--- src/rtl/vga_scan_driver_pkg.sv ---
// Purpose : shared timing defaults, derived totals and the colour struct for the VGA scan driver.
// Latency : n/a (constants, types and one pure helper function).
// Flow    : n/a. Ports: none (package).
package vga_pkg;

  // Default 640x480@60 Hz timing from a 50 MHz system clock (2 clk per pixel).
  localparam int DEF_CLK_DIV  = 2;

  localparam int DEF_H_ACTIVE = 640;
  localparam int DEF_H_FP     = 16;
  localparam int DEF_H_SYNC   = 96;
  localparam int DEF_H_BP     = 48;

  localparam int DEF_V_ACTIVE = 480;
  localparam int DEF_V_FP     = 10;
  localparam int DEF_V_SYNC   = 2;
  localparam int DEF_V_BP     = 33;

  // Derived totals and sync windows (inclusive bounds) for the default timing.
  localparam int H_TOTAL      = DEF_H_ACTIVE + DEF_H_FP + DEF_H_SYNC + DEF_H_BP;  // 800
  localparam int V_TOTAL      = DEF_V_ACTIVE + DEF_V_FP + DEF_V_SYNC + DEF_V_BP;  // 525
  localparam int H_SYNC_START = DEF_H_ACTIVE + DEF_H_FP;                          // 656
  localparam int H_SYNC_END   = H_SYNC_START + DEF_H_SYNC - 1;                    // 751
  localparam int V_SYNC_START = DEF_V_ACTIVE + DEF_V_FP;                          // 490
  localparam int V_SYNC_END   = V_SYNC_START + DEF_V_SYNC - 1;                    // 491

  // One pixel of colour as presented to / by the DAC.
  typedef struct packed {
    logic [7:0] r;
    logic [7:0] g;
    logic [7:0] b;
  } rgb_t;

  // True when a 10-bit counter value lies in the inclusive window [lo, hi].
  function automatic logic in_window(input logic [9:0] v,
                                     input logic [9:0] lo,
                                     input logic [9:0] hi);
    return (v >= lo) && (v <= hi);
  endfunction

endpackage

--- src/rtl/vga_scan_driver_pix_strobe.sv ---
// Purpose : system-clock divider producing the pixel strobe and the DAC pixel clock.
// Latency : pix_en is combinational from the divider; vga_clk is registered and tracks the divider phase.
// Flow    : free-running, no backpressure.
// Ports   : clk, reset (sync, active-high) -> pix_en (1 clk per pixel), vga_clk (DAC clock).
module vga_pix_strobe #(
  parameter int CLK_DIV = 2
) (
  input  logic clk,
  input  logic reset,
  output logic pix_en,
  output logic vga_clk
);

  localparam int DW = (CLK_DIV > 2) ? $clog2(CLK_DIV) : 1;
  localparam logic [DW-1:0] DIV_LAST = DW'(CLK_DIV - 1);
  localparam logic [DW-1:0] DIV_HALF = DW'(CLK_DIV / 2);

  logic [DW-1:0] div;
  logic [DW-1:0] div_nxt;

  always_comb begin
    pix_en  = (div == DIV_LAST);
    div_nxt = pix_en ? '0 : div + 1'b1;
  end

  // vga_clk is computed from the next divider value so that the registered
  // clock equals (div >= CLK_DIV/2) in the same cycle. Its rising edge thus
  // lands mid-pixel, half a pixel after the DAC data changed on pix_en.
  always_ff @(posedge clk) begin
    if (reset) begin
      div     <= '0;
      vga_clk <= 1'b0;
    end else begin
      div     <= div_nxt;
      vga_clk <= (div_nxt >= DIV_HALF);
    end
  end

endmodule

--- src/rtl/vga_scan_driver.sv ---
// Purpose : VGA raster generator; presents (x, y) to the colour module and drives aligned DAC pins.
// Latency : x/y load with hc/vc; colour is expected 1 clk later; DAC pins update on the next pixel strobe.
// Flow    : free-running scan, no backpressure; r/g/b must be valid 1 clk after x/y change.
// Ports   : clk, reset (sync, active-high), r_in/g_in/b_in (colour for the previous x/y) ->
//           x, y, frame_start, VGA_R/G/B, VGA_HS, VGA_VS, VGA_BLANK_N, VGA_SYNC_N, VGA_CLK.
module vga_scan_driver
  import vga_pkg::*;
#(
  parameter int CLK_DIV  = DEF_CLK_DIV,
  parameter int H_ACTIVE = DEF_H_ACTIVE,
  parameter int H_FP     = DEF_H_FP,
  parameter int H_SYNC   = DEF_H_SYNC,
  parameter int H_BP     = DEF_H_BP,
  parameter int V_ACTIVE = DEF_V_ACTIVE,
  parameter int V_FP     = DEF_V_FP,
  parameter int V_SYNC   = DEF_V_SYNC,
  parameter int V_BP     = DEF_V_BP
) (
  input  logic       clk,
  input  logic       reset,
  input  logic [7:0] r_in,
  input  logic [7:0] g_in,
  input  logic [7:0] b_in,
  output logic [9:0] x,
  output logic [8:0] y,
  output logic       frame_start,
  output logic [7:0] VGA_R,
  output logic [7:0] VGA_G,
  output logic [7:0] VGA_B,
  output logic       VGA_HS,
  output logic       VGA_VS,
  output logic       VGA_BLANK_N,
  output logic       VGA_SYNC_N,
  output logic       VGA_CLK
);

  localparam int H_TOT = H_ACTIVE + H_FP + H_SYNC + H_BP;
  localparam int V_TOT = V_ACTIVE + V_FP + V_SYNC + V_BP;

  localparam logic [9:0] H_ACT_C    = 10'(H_ACTIVE);
  localparam logic [9:0] H_LAST_C   = 10'(H_TOT - 1);
  localparam logic [9:0] HS_START_C = 10'(H_ACTIVE + H_FP);
  localparam logic [9:0] HS_END_C   = 10'(H_ACTIVE + H_FP + H_SYNC - 1);

  localparam logic [9:0] V_ACT_C    = 10'(V_ACTIVE);
  localparam logic [9:0] V_LAST_C   = 10'(V_TOT - 1);
  localparam logic [9:0] VS_START_C = 10'(V_ACTIVE + V_FP);
  localparam logic [9:0] VS_END_C   = 10'(V_ACTIVE + V_FP + V_SYNC - 1);

  logic       pix_en;

  logic [9:0] hc;
  logic [9:0] vc;
  logic [9:0] hc_nxt;
  logic [9:0] vc_nxt;
  logic       h_wrap;
  logic       v_last;
  logic       nxt_active;

  logic       act_raw;
  logic       hs_raw_n;
  logic       vs_raw_n;

  rgb_t       colour_in;
  rgb_t       dac_rgb;

  vga_pix_strobe #(
    .CLK_DIV (CLK_DIV)
  ) u_pix_strobe (
    .clk     (clk),
    .reset   (reset),
    .pix_en  (pix_en),
    .vga_clk (VGA_CLK)
  );

  // Next scan position; vc only moves when the line wraps.
  always_comb begin
    h_wrap     = (hc == H_LAST_C);
    v_last     = (vc == V_LAST_C);
    hc_nxt     = h_wrap ? 10'd0 : hc + 10'd1;
    vc_nxt     = vc;
    if (h_wrap) begin
      vc_nxt = v_last ? 10'd0 : vc + 10'd1;
    end
    nxt_active = (hc_nxt < H_ACT_C) && (vc_nxt < V_ACT_C);
  end

  // Raw timing of the pixel currently held in hc/vc. Its colour is what
  // r_in/g_in/b_in carry by the next strobe, so loading the DAC from these
  // raw values on that strobe delays sync/blank by exactly one pixel and
  // keeps them aligned with the colour.
  always_comb begin
    act_raw   = (hc < H_ACT_C) && (vc < V_ACT_C);
    hs_raw_n  = ~in_window(hc, HS_START_C, HS_END_C);
    vs_raw_n  = ~in_window(vc, VS_START_C, VS_END_C);
    colour_in = '{r: r_in, g: g_in, b: b_in};
  end

  always_ff @(posedge clk) begin
    if (reset) begin
      hc          <= 10'd0;
      vc          <= 10'd0;
      x           <= 10'd0;
      y           <= 9'd0;
      frame_start <= 1'b0;
      dac_rgb     <= '0;
      VGA_HS      <= 1'b1;
      VGA_VS      <= 1'b1;
      VGA_BLANK_N <= 1'b0;
    end else begin
      frame_start <= 1'b0;
      if (pix_en) begin
        hc <= hc_nxt;
        vc <= vc_nxt;
        // x/y follow the position being loaded so the colour module sees the
        // new pixel one clock before the DAC needs its colour.
        x  <= nxt_active ? hc_nxt : 10'd0;
        y  <= nxt_active ? vc_nxt[8:0] : 9'd0;
        // Only a natural wrap to (0,0) pulses; a reset restart does not.
        frame_start <= h_wrap && v_last;

        dac_rgb     <= act_raw ? colour_in : '0;
        VGA_HS      <= hs_raw_n;
        VGA_VS      <= vs_raw_n;
        VGA_BLANK_N <= act_raw;
      end
    end
  end

  assign VGA_R      = dac_rgb.r;
  assign VGA_G      = dac_rgb.g;
  assign VGA_B      = dac_rgb.b;
  assign VGA_SYNC_N = 1'b0;

endmodule
--- config.mk ---
export PLATFORM = sky130hd
export DESIGN_NAME = vga_scan_driver
export DESIGN_NICKNAME = d
export VERILOG_FILES = /design/src/rtl/vga_scan_driver_pkg.sv /design/src/rtl/vga_scan_driver_pix_strobe.sv /design/src/rtl/vga_scan_driver.sv
export SDC_FILE = /design/constraint.sdc
export NUM_CORES = 1
export LEC_CHECK = 0
export ABC_AREA = 1
export CAP_MARGIN = 10
export CORE_ASPECT_RATIO = 1.2
export CORE_MARGIN = 2
export CORE_UTILIZATION = 23
export CTS_BUF_LIST = sky130_fd_sc_hd__clkbuf_2 sky130_fd_sc_hd__clkbuf_4 sky130_fd_sc_hd__clkbuf_8
export DETAILED_ROUTE_END_ITERATION = 10
export PLACE_DENSITY = 0.48
export SLEW_MARGIN = 20
export SYNTH_ARGS = -nofsm -noshare
export SYNTH_HDL_FRONTEND = slang
export SYNTH_SLANG_ARGS = --single-unit
--- constraint.sdc ---
create_clock -name clk -period 1.7 [get_ports clk]
set_input_delay 0.17 -clock clk [delete_from_list [all_inputs] [get_ports clk]]
set_output_delay 0.17 -clock clk [all_outputs]
set_load 0.1 [all_outputs]
==> results of run 1 <==
==> per-stage QoR <==
step                setup slack, ns  util, %  cell area (µm²)  TNS [ns]  hold slack, ns
floorplan                   0.00253        -             3150         0           0.319
global placement             -0.219     34.4             4570     -3.58           0.441
detailed placement           -0.272     34.4             4570     -4.28           0.441
CTS                         -0.0495     37.8             5020    -0.661           0.340
global route                 -0.132     38.2             5080     -2.15           0.366
finish                      -0.0520     38.2             5080    -0.652           0.353
==> placed cells by master, fill, tap and decap left out, types with 2 or more instances in the layout <==
master / Yosys / routed
nand3_2: 5 / 5
o21bai_1: 2 / 2
buf_12: 1 / 22
xor2_1: 2 / 2
nand3_4: 0 / 2
dfxtp_2: 0 / 6
ha_4: 0 / 2
clkdlybuf4s50_1: 0 / 25
nand2_2: 11 / 21
a21oi_1: 2 / 2
nor2_1: 33 / 27
nand3_1: 23 / 21
nor2_4: 3 / 6
dfxtp_4: 0 / 6
clkinvlp_4: 0 / 2
o21ai_0: 36 / 36
inv_1: 60 / 59
nand2_1: 110 / 98
o22ai_1: 12 / 11
nand2_4: 12 / 14
nand4_1: 3 / 3
nor2_2: 5 / 8
nor3_1: 4 / 3
clkbuf_8: 0 / 11
buf_4: 1 / 94
dfxtp_1: 68 / 56
==> cell families (layout without fill, tap and decap cells) <==
| family | after synthesis | after routing | synth area share (%) |
|---|---|---|---|
| AND/OR/NAND/NOR | 214 | 214 | 34.4 |
| AO/OA/AOI/OAI | 56 | 56 | 9.90 |
| XOR/XNOR | 3 | 3 | 0.838 |
| buffers and inverters | 74 | 219 | 9.78 |
| adder cells (fa/ha/maj) | 4 | 4 | 1.60 |
| flip-flops | 68 | 68 | 43.4 |
| other | 1 | 1 | 0.120 |
==> worst max-delay path: cells and delay by family (launching register included) <==
family	cells	cell delay, ns
flip-flops	1	0.38
buffers and inverters	2	0.29
AND/OR/NAND/NOR	9	0.81
adder cells (fa/ha/maj)	1	0.17
==> synth_stat cells <==
cell | number | area [µm²]
a21oi_1 | 2 | 10.0
a31oi_1 | 1 | 6.26
a41oi_1 | 1 | 8.76
buf_12 | 1 | 20.0
buf_2 | 1 | 5.00
buf_4 | 1 | 7.51
buf_6 | 1 | 11.3
clkbuf_1 | 10 | 37.5
conb_1 | 1 | 3.75
dfxtp_1 | 68 | 1360
ha_1 | 4 | 50.1
inv_1 | 60 | 225
nand2_1 | 110 | 413
nand2_2 | 11 | 68.8
nand2_4 | 12 | 135
nand3_1 | 23 | 115
nand3_2 | 5 | 50.1
nand4_1 | 3 | 18.8
nand4_2 | 2 | 25.0
nor2_1 | 33 | 124
nor2_2 | 5 | 31.3
nor2_4 | 3 | 33.8
nor2_8 | 1 | 20.0
nor3_1 | 4 | 20.0
nor3_4 | 1 | 16.3
nor4_1 | 1 | 6.26
o21ai_0 | 36 | 180
o21ai_1 | 1 | 5.00
o21bai_1 | 2 | 15.0
o22ai_1 | 12 | 75.1
o32a_1 | 1 | 10.0
xnor2_1 | 1 | 8.76
xor2_1 | 2 | 17.5
==> layer usage <==
layer / up-vias / part of all wire [%] / global-route usage (%)
li1: 1602 / - / -
met1: 1413 / 44 / 14.8
met3: 14 / 5.3 / 2.99
met4: 0 / 1.9 / 6.39
met5: - / 0 / 0
met2: 82 / 48 / 21.5
==> final cells by class <==
class	instances	area, µm²	share of cell area [%]
Multi-Input combinational cell	278	1610	31.7
Timing Repair Buffer	143	1430	28.2
Sequential cell	68	1390	27.4
Inverter	60	225	4.43
Tap cell	168	210	4.13
Clock buffer	11	151	2.98
Clock inverter	5	58.8	1.16
==> flip-flops by register name (all words and copies together) (netlist names) <==
signal	cells
frame_start	1
u_pix_strobe.pix_en	1
y	9
VGA_R	8
hc	10
VGA_HS	1
VGA_G	8
VGA_VS	1
VGA_BLANK_N	1
VGA_B	8
x	10
vc	10
==> timing repair <==
action	4_1_cts	5_1_grt
setup buffers	13	1
gates cloned	1	0
endpoints found under the setup margin	25	25
hold buffers	0	0
pin swaps	12	14
gates resized for setup	25	26
==> report_power, final <==
part,switching [mW],internal [mW],total [mW]
clock,0.697,0.760,1.46
combinational,0.442,0.179,0.621
sequential,0.0296,1.63,1.66
total,1.17,2.57,3.74
==> worst max path at each step <==
stage / slack [ns] / startpoint / end / cells after the start
3_3_place_gp: -0.22 / hc[1] / y[4] / 11
5_1_grt: -0.13 / hc[1] / x[8] / 12
6_report: -0.05 / hc[1] / x[0] / 12
2_1_floorplan: 0.003 / hc[1] / x[0] / 11
3_5_place_dp: -0.27 / hc[1] / y[3] / 9
4_1_cts: -0.05 / hc[0] / y[1] / 12
==> summary.md, run 1 <==
| Metric | Value |
|---|---|
| Antenna diodes | `0` |
| Slowest stage cell on the critical path | `dfxtp_4` |
| LEAKAGE | `2.25 nW` |
| Die footprint | `14,600 µm²` |
| Worst Clk Skew | `0.0130 ns` |
| Min-Delay Startpoint | `r_in[3]` |
| Status | `finished, violations left` |
| # IOs | `75` |
| Minimum clock period | `1.75 ns` |
| GPL Wtd Cong | `0.905` |
| RSZ-0062 raised after global routing | `true` |
| Crit. End Element | `register` |
| Initial DRC count | `156` |
| Global-route wire length before repair | `15,000 µm` |
| Placed cell count | `703` |
| CP cell instances | `ha_4 > nand3_4 > nor2_4 > buf_6 > nand3_4 > nand2_2 > nand3_2 > nor2_4 > nor2_8 > clkbuf_16 > nand2_4 > nand2_2` |
| Num Clock Sinks | `68` |
| Via Count | `3,111` |
| Initial antenna violation count | `0` |
| Register bit total from synthesis | `68` |
| Number of library cell types mapped by synthesis | `33` |
| Failing checks | `setup timing` |
| CP Launch Type | `register` |
| Mapped Area | `3140 µm²` |
| Critical path start-end classification | `register to register` |
| Hold Path Cell Cnt | `3` |
| Max-Cap Viols | `0` |
| Clk buf depth | `2` |
| Crit path required time | `1.97 ns` |
| Register area share after synthesis | `43.4%` |
| Drt wl/cell | `12.0 µm` |
| GRT Total Usage | `12.6%` |
| Fmax | `571 MHz` |
| Hold Vio Cnt, Final | `0` |
| CP max FO | `5` |
| Total power | `3.74 mW` |
| Overflow after GRT | `0` |
| CP peak stage delay | `0.38 ns` |
| Vias in the first global route | `3,163` |
| Mapped Avg Cell Area | `7.47 µm²` |
| Pwr Density | `736 nW/µm²` |
| Reg-to-Reg Start | `hc[1]` |
| Worst EP arrival | `2.02 ns` |
| Peak supply drop | `436 µV` |
| Hold Crit Class | `input pin to register` |
| Rows | `46` |
| End point of the worst hold path | `VGA_R[3]` |
| Pin count of the biggest net entering global routing | `47` |
| Final cell count without fillers | `733` |
| Root buf cell | `clkbuf_8` |
| Setup WS post-layout | `-0.0520 ns` |
| Quantity of I/O buffers inserted on ports | `73` |
| Fin. max-slew vios | `0` |
| Internal reg-to-reg setup slack | `-0.05 ns` |
| DP HPWL | `6390 µm` |
| Via density | `4.24` |
| Yosys warns | `0` |
| Area growth from synthesis to final layout | `62.1%` |
| WL final | `8830 µm` |
| Fill cells | `1,321` |
| Final worst path period share | `103%` |
| Syn_nets | `450` |
| Worst skew pair latency | `0.37 ns` |
| Post-Synthesis Cells | `420` |
| Worst r2r dst | `x[0]` |
| Cells on worst reg2reg path | `12` |
| Num CTS Buffers | `9` |
| CTS tree | `yes` |
| Final nets | `590` |
| Die H | `132 µm` |
| Layout cell share with drive strength beyond 1 | `37.7%` |
| Final Setup Violations | `18` |
| Htree depth | `3` |
| Initial Util | `23.6%` |
| Die width | `111 µm` |
| TritonRoute pass-1 iters | `4` |
| Placeable Area | `13,300 µm²` |
| CTS clk-pin slew, worst paths | `0.09 ns` |
| DRC viols | `0` |
| Post-route ant nets | `0` |
Note: power is estimated with default switching activity, not from simulation.
==> run 2, diff against run 1 <==
- CORE_UTILIZATION: 23 -> 45
- PLACE_DENSITY: 0.48 -> 0.79
- SKIP_CTS_REPAIR_TIMING: default -> 1
==> run 2 against run 1 <==
The flow still finishes with violations (setup timing). First-iteration DRC count increased by 46%. Design area is 8.6% lower. Via count is 3.8% higher. Register-to-register slack lost 0.07 ns. Core utilization grew 30 points. Critical endpoint is now y[6].
==> summary.md, run 2 (same netlist as run 1, synthesis figures left out) <==
| Metric | Value |
|---|---|
| CP dominant cell by count | `nand2_2` |
| Initial antenna violation count | `0` |
| Hold Vio Cnt, Final | `0` |
| Worst skew pair latency | `0.35 ns` |
| CP max FO | `8` |
| TritonRoute pass-1 iters | `5` |
| Die H | `95.4 µm` |
| RSZ-0062 raised after global routing | `true` |
| Max-Cap Viols | `0` |
| Pin count of the biggest net entering global routing | `47` |
| Clk buf depth | `2` |
| Slowest stage cell on the critical path | `dfxtp_4` |
| DRC viols | `0` |
| Drt wl/cell | `13.9 µm` |
| Commonest non-fill, non-tap cells in the layout | `nand2_1, buf_4, inv_1, dfxtp_1, o21ai_0` |
| CP Launch Type | `register` |
| Minimum clock period | `1.82 ns` |
| Post-route ant nets | `0` |
| Global-route wire length before repair | `13,000 µm` |
| Pwr Density | `773 nW/µm²` |
| Root buf cell | `clkbuf_8` |
| Final nets | `571` |
| # IOs | `75` |
| Initial Util | `46.0%` |
| Placeable Area | `6810 µm²` |
| Quantity of I/O buffers inserted on ports | `73` |
| Status | `finished, violations left` |
| Place WS | `-0.270 ns` |
| Worst EP arrival | `2.06 ns` |
| Crit. End Element | `register` |
| Most common cell after layout, fill and taps aside | `nand2_1` |
| Rows | `33` |
| Final non-filler cell area | `4650 µm²` |
| Vias in the first global route | `2,903` |
| Fill cells | `514` |
| Die width | `80.2 µm` |
| Fmax | `550 MHz` |
| Die footprint | `7650 µm²` |
| Critical path start-end classification | `register to register` |
| Fin. max-slew vios | `0` |
| Num Clock Sinks | `68` |
| Setup WS post-layout | `-0.119 ns` |
| Hold Crit Class | `input pin to register` |
| LEAKAGE | `2.11 nW` |
| Area growth from synthesis to final layout | `48.2%` |
| CTS clk-pin slew, worst paths | `0.08 ns` |
| Num CTS Buffers | `9` |
| Worst Clk Skew | `0.00705 ns` |
| Final worst path period share | `107%` |
| Via Count | `3,228` |
| Core Util, Final | `68.2%` |
| Overflow after GRT | `0` |
| Crit path required time | `1.95 ns` |
| Via density | `5.10` |
| Placed Area | `4120 µm²` |
| Setup TNS after final layout | `-1.89 ns` |
| CP cell instances | `ha_4 > nand3_4 > nor2_4 > buf_6 > nand3_2 > nand2_2 > nand3_2 > nor2_4 > nor2_8 > buf_12 > nand2_2 > nand2_2` |
| Layout cell share with drive strength beyond 1 | `37.2%` |
| Initial DRC count | `228` |
| Antenna diodes | `0` |
| GRT Total Usage | `21.7%` |
| Final Setup Violations | `19` |
| Htree depth | `3` |
| Failing checks | `setup timing` |
| CP peak stage delay | `0.38 ns` |
| Biggest regs | `hc (10), vc (10), x (10)` |
| WL final | `8780 µm` |
| DP HPWL | `5510 µm` |
| Peak supply drop | `675 µV` |
| GPL Wtd Cong | `0.897` |
| CTS tree | `yes` |
==> run 2: critical path, delay by kind of cell, from the launching register on <==
family | cells | cell delay, ns
and+or+nand+nor | 9 | 0.87
DFF | 1 | 0.38
buffers and inverters | 2 | 0.28
adders and majority gates | 1 | 0.18
==> run 2: cell type report <==
cell class / instances / area (µm²) / share of cell area [%]
multi-input cells: 279 / 1630 / 35.2
well taps: 87 / 109 / 2.34
clock inverters: 7 / 75.1 / 1.62
flip-flops and latches: 68 / 1400 / 30.2
repair buffers: 123 / 1080 / 23.2
clock buffers: 9 / 124 / 2.67
inverters: 60 / 225 / 4.85
==> run 2: metrics by stage <==
step | std cells | power (mW) | hold slack (ns)
finish | 633 | 3.59 | 0.375
global route | 633 | 3.73 | 0.383
CTS | 619 | 3.62 | 0.365
detailed placement | 603 | 2.30 | 0.445
global placement | 603 | 2.30 | 0.438
floorplan | 420 | 2.11 | 0.319
==> run 2: path summary, 6_finish.rpt <==
kind	cells after the start	start	slack [ns]	endpoint
setup / recovery	12	hc[0]	-0.12	y[6]
hold / removal	3	b_in[7]	0.37	VGA_B[7]
setup reg to reg	12	hc[0]	-0.12	y[6]
hold reg to reg	2	VGA_B[1]	0.46	VGA_B[1]
==> run 2: routing by layer <==
layer	global-route usage, %	part of all wire, %	vias to the layer above
li1	-	-	1567
met1	26.1	38	1450
met2	35.3	49	177
met3	7.01	9.1	34
met4	9.89	3.3	0
met5	0	0	-
==> run 2: where the power goes <==
| part | internal (mW) | leakage, nW | switching (mW) | total (mW) |
|---|---|---|---|---|
| Combinational | 0.164 | 1.44 | 0.437 | 0.601 |
| Clock | 0.684 | 0.104 | 0.646 | 1.33 |
| Sequential | 1.63 | 0.564 | 0.0317 | 1.66 |
| Total | 2.48 | 2.11 | 1.11 | 3.59 |
==> run 3, diff against run 2 <==
- CTS_BUF_LIST: sky130_fd_sc_hd__clkbuf_2 sky130_fd_sc_hd__clkbuf_4 sky130_fd_sc_hd__clkbuf_8 -> sky130_fd_sc_hd__clkbuf_4
- CTS_CLUSTER_SIZE: default -> 8
- PLACE_DENSITY: 0.79 -> 0.76
- clock period: 1.7 -> 1.8 ns (I/O delays scaled with it)
==> run 3 against run 2 <==
The run still ends with setup timing left. Routed wire length is 5.9% lower. Combinational power is 6.5% lower. Sequential power is 5% lower. Worst setup slack better by 0.10 ns. Clock power is 23% lower. First-iteration DRC count is 22% lower. Design area is 3.1% lower. Cell count is 0.16% lower. Clock skew is 0.016 ns higher. Worst hold slack worse by 0.067 ns. Via count is 3.9% lower. Critical path type unchanged. Largest power group unchanged. Highest routed layer unchanged.
==> summary.md, run 3 (same netlist as run 1, synthesis figures left out) <==
| Metric | Value |
|---|---|
| Status | `finished, violations left` |
| Failing checks | `setup timing` |
| Layout cell share with drive strength beyond 1 | `33.8%` |
| CP max FO | `5` |
| Rows | `33` |
| Worst Clk Skew | `0.0229 ns` |
| DRC viols | `0` |
| Hold_ws | `0.308 ns` |
| Vias in the first global route | `2,969` |
| Root buf cell | `clkbuf_4` |
| Worst EP arrival | `2.14 ns` |
| Most common cell after layout, fill and taps aside | `nand2_1` |
| Drt wl/cell | `13.1 µm` |
| Quantity of I/O buffers inserted on ports | `73` |
| Initial DRC count | `177` |
| Critical path start-end classification | `register to register` |
| Die footprint | `7650 µm²` |
| Final nets | `570` |
| Via Count | `3,101` |
| Global-route wire length before repair | `13,200 µm` |
| Place WS | `-0.184 ns` |
| Reg-to-Reg Start | `vc[2]` |
| # IOs | `75` |
| Minimum clock period | `1.81 ns` |
| LEAKAGE | `2.08 nW` |
| Initial Util | `46.0%` |
| Max-Cap Viols | `0` |
| TritonRoute pass-1 iters | `4` |
| Initial antenna violation count | `0` |
| CTS tree | `yes` |
| Clk buf depth | `2` |
| Die width | `80.2 µm` |
| Final Setup Violations | `6` |
| Fmax | `551 MHz` |
| Overflow after GRT | `0` |
| Hold Vio Cnt, Final | `0` |
| Fin. max-slew vios | `0` |
| Pin count of the biggest net entering global routing | `47` |
| Min-Delay Startpoint | `r_in[1]` |
| Hold Crit Class | `input pin to register` |
| CP Launch Type | `register` |
| Num Clock Sinks | `68` |
| GRT Total Usage | `22.3%` |
| CTS clk-pin slew, worst paths | `0.12 ns` |
| Worst skew pair latency | `0.42 ns` |
| Final worst path period share | `101%` |
| Placeable Area | `6810 µm²` |
| Antenna diodes | `0` |
| Crit. End Element | `register` |
| Crit path required time | `2.13 ns` |
| Num CTS Buffers | `9` |
| Post-route ant nets | `0` |
| Die H | `95.4 µm` |
| Area growth from synthesis to final layout | `43.7%` |
| RSZ-0062 raised after global routing | `true` |
| Peak supply drop | `600 µV` |
| Htree depth | `3` |
| Commonest non-fill, non-tap cells in the layout | `nand2_1, buf_4, inv_1, dfxtp_1, o21ai_0` |
| Setup WS post-layout | `-0.0141 ns` |
| Via density | `4.91` |
| GPL Wtd Cong | `0.906` |
| CP Launch Point | `vc[2]` |
| Biggest regs | `hc (10), vc (10), x (10)` |
| WL final | `8260 µm` |
| DP HPWL | `5920 µm` |
| Pwr Density | `701 nW/µm²` |
| Total power | `3.16 mW` |
[run 3: layer usage]
layer	wire length, µm	track usage (%)
met5	0	0
met4	246	13.0
met3	470	4.83
met2	4260	39.3
met1	3290	24.4
[run 3: through the flow]
stage | TNS (ns) | instance area (µm²) | utilization (%) | cells
floorplan | 0 | 3140 | - | 420
global placement | -0.845 | 4120 | 60.4 | 607
CTS | -2.98 | 4250 | 62.4 | 623
finish | -0.0328 | 4500 | 66.1 | 632
detailed placement | -2.42 | 4120 | 60.4 | 607
global route | -1.13 | 4500 | 66.1 | 632
[run 3: area by class of cell]
| class | instances | area (µm²) |
|---|---|---|
| clock buffers | 10 | 75.1 |
| fillers | 589 | 2310 |
| flip-flops and latches | 68 | 1380 |
| multi-input cells | 278 | 1580 |
| well taps | 87 | 109 |
| repair buffers | 123 | 1070 |
| inverters | 60 | 225 |
| clock inverters | 6 | 63.8 |
[run 3: path summary, 6_finish.rpt]
| kind | to | slack (ns) | cells past startpoint |
|---|---|---|---|
| worst min-delay path | VGA_R[1] | 0.31 | 3 |
| worst min register to register | y[0] | 0.46 | 2 |
| worst max register to register | x[1] | -0.01 | 10 |
| worst max-delay path | x[1] | -0.01 | 10 |
[run 3: critical path, stage by stage, from the launching register on]
cell and delay (ns):
dfxtp_1 0.46, nand3_1 0.15, nor2_2 0.27, nand3_1 0.13, nand2_1 0.12, nand3_2 0.12, nor2_4 0.15, nor2_8 0.06
clkbuf_16 0.17, nand2_4 0.06, nand2_2 0.04
[run 3: where the power goes]
group | total (mW) | switching (mW) | internal, mW
clock | 1.02 | 0.582 | 0.439
sequential | 1.57 | 0.0276 | 1.54
combinational | 0.562 | 0.413 | 0.149
total | 3.16 | 1.02 | 2.13
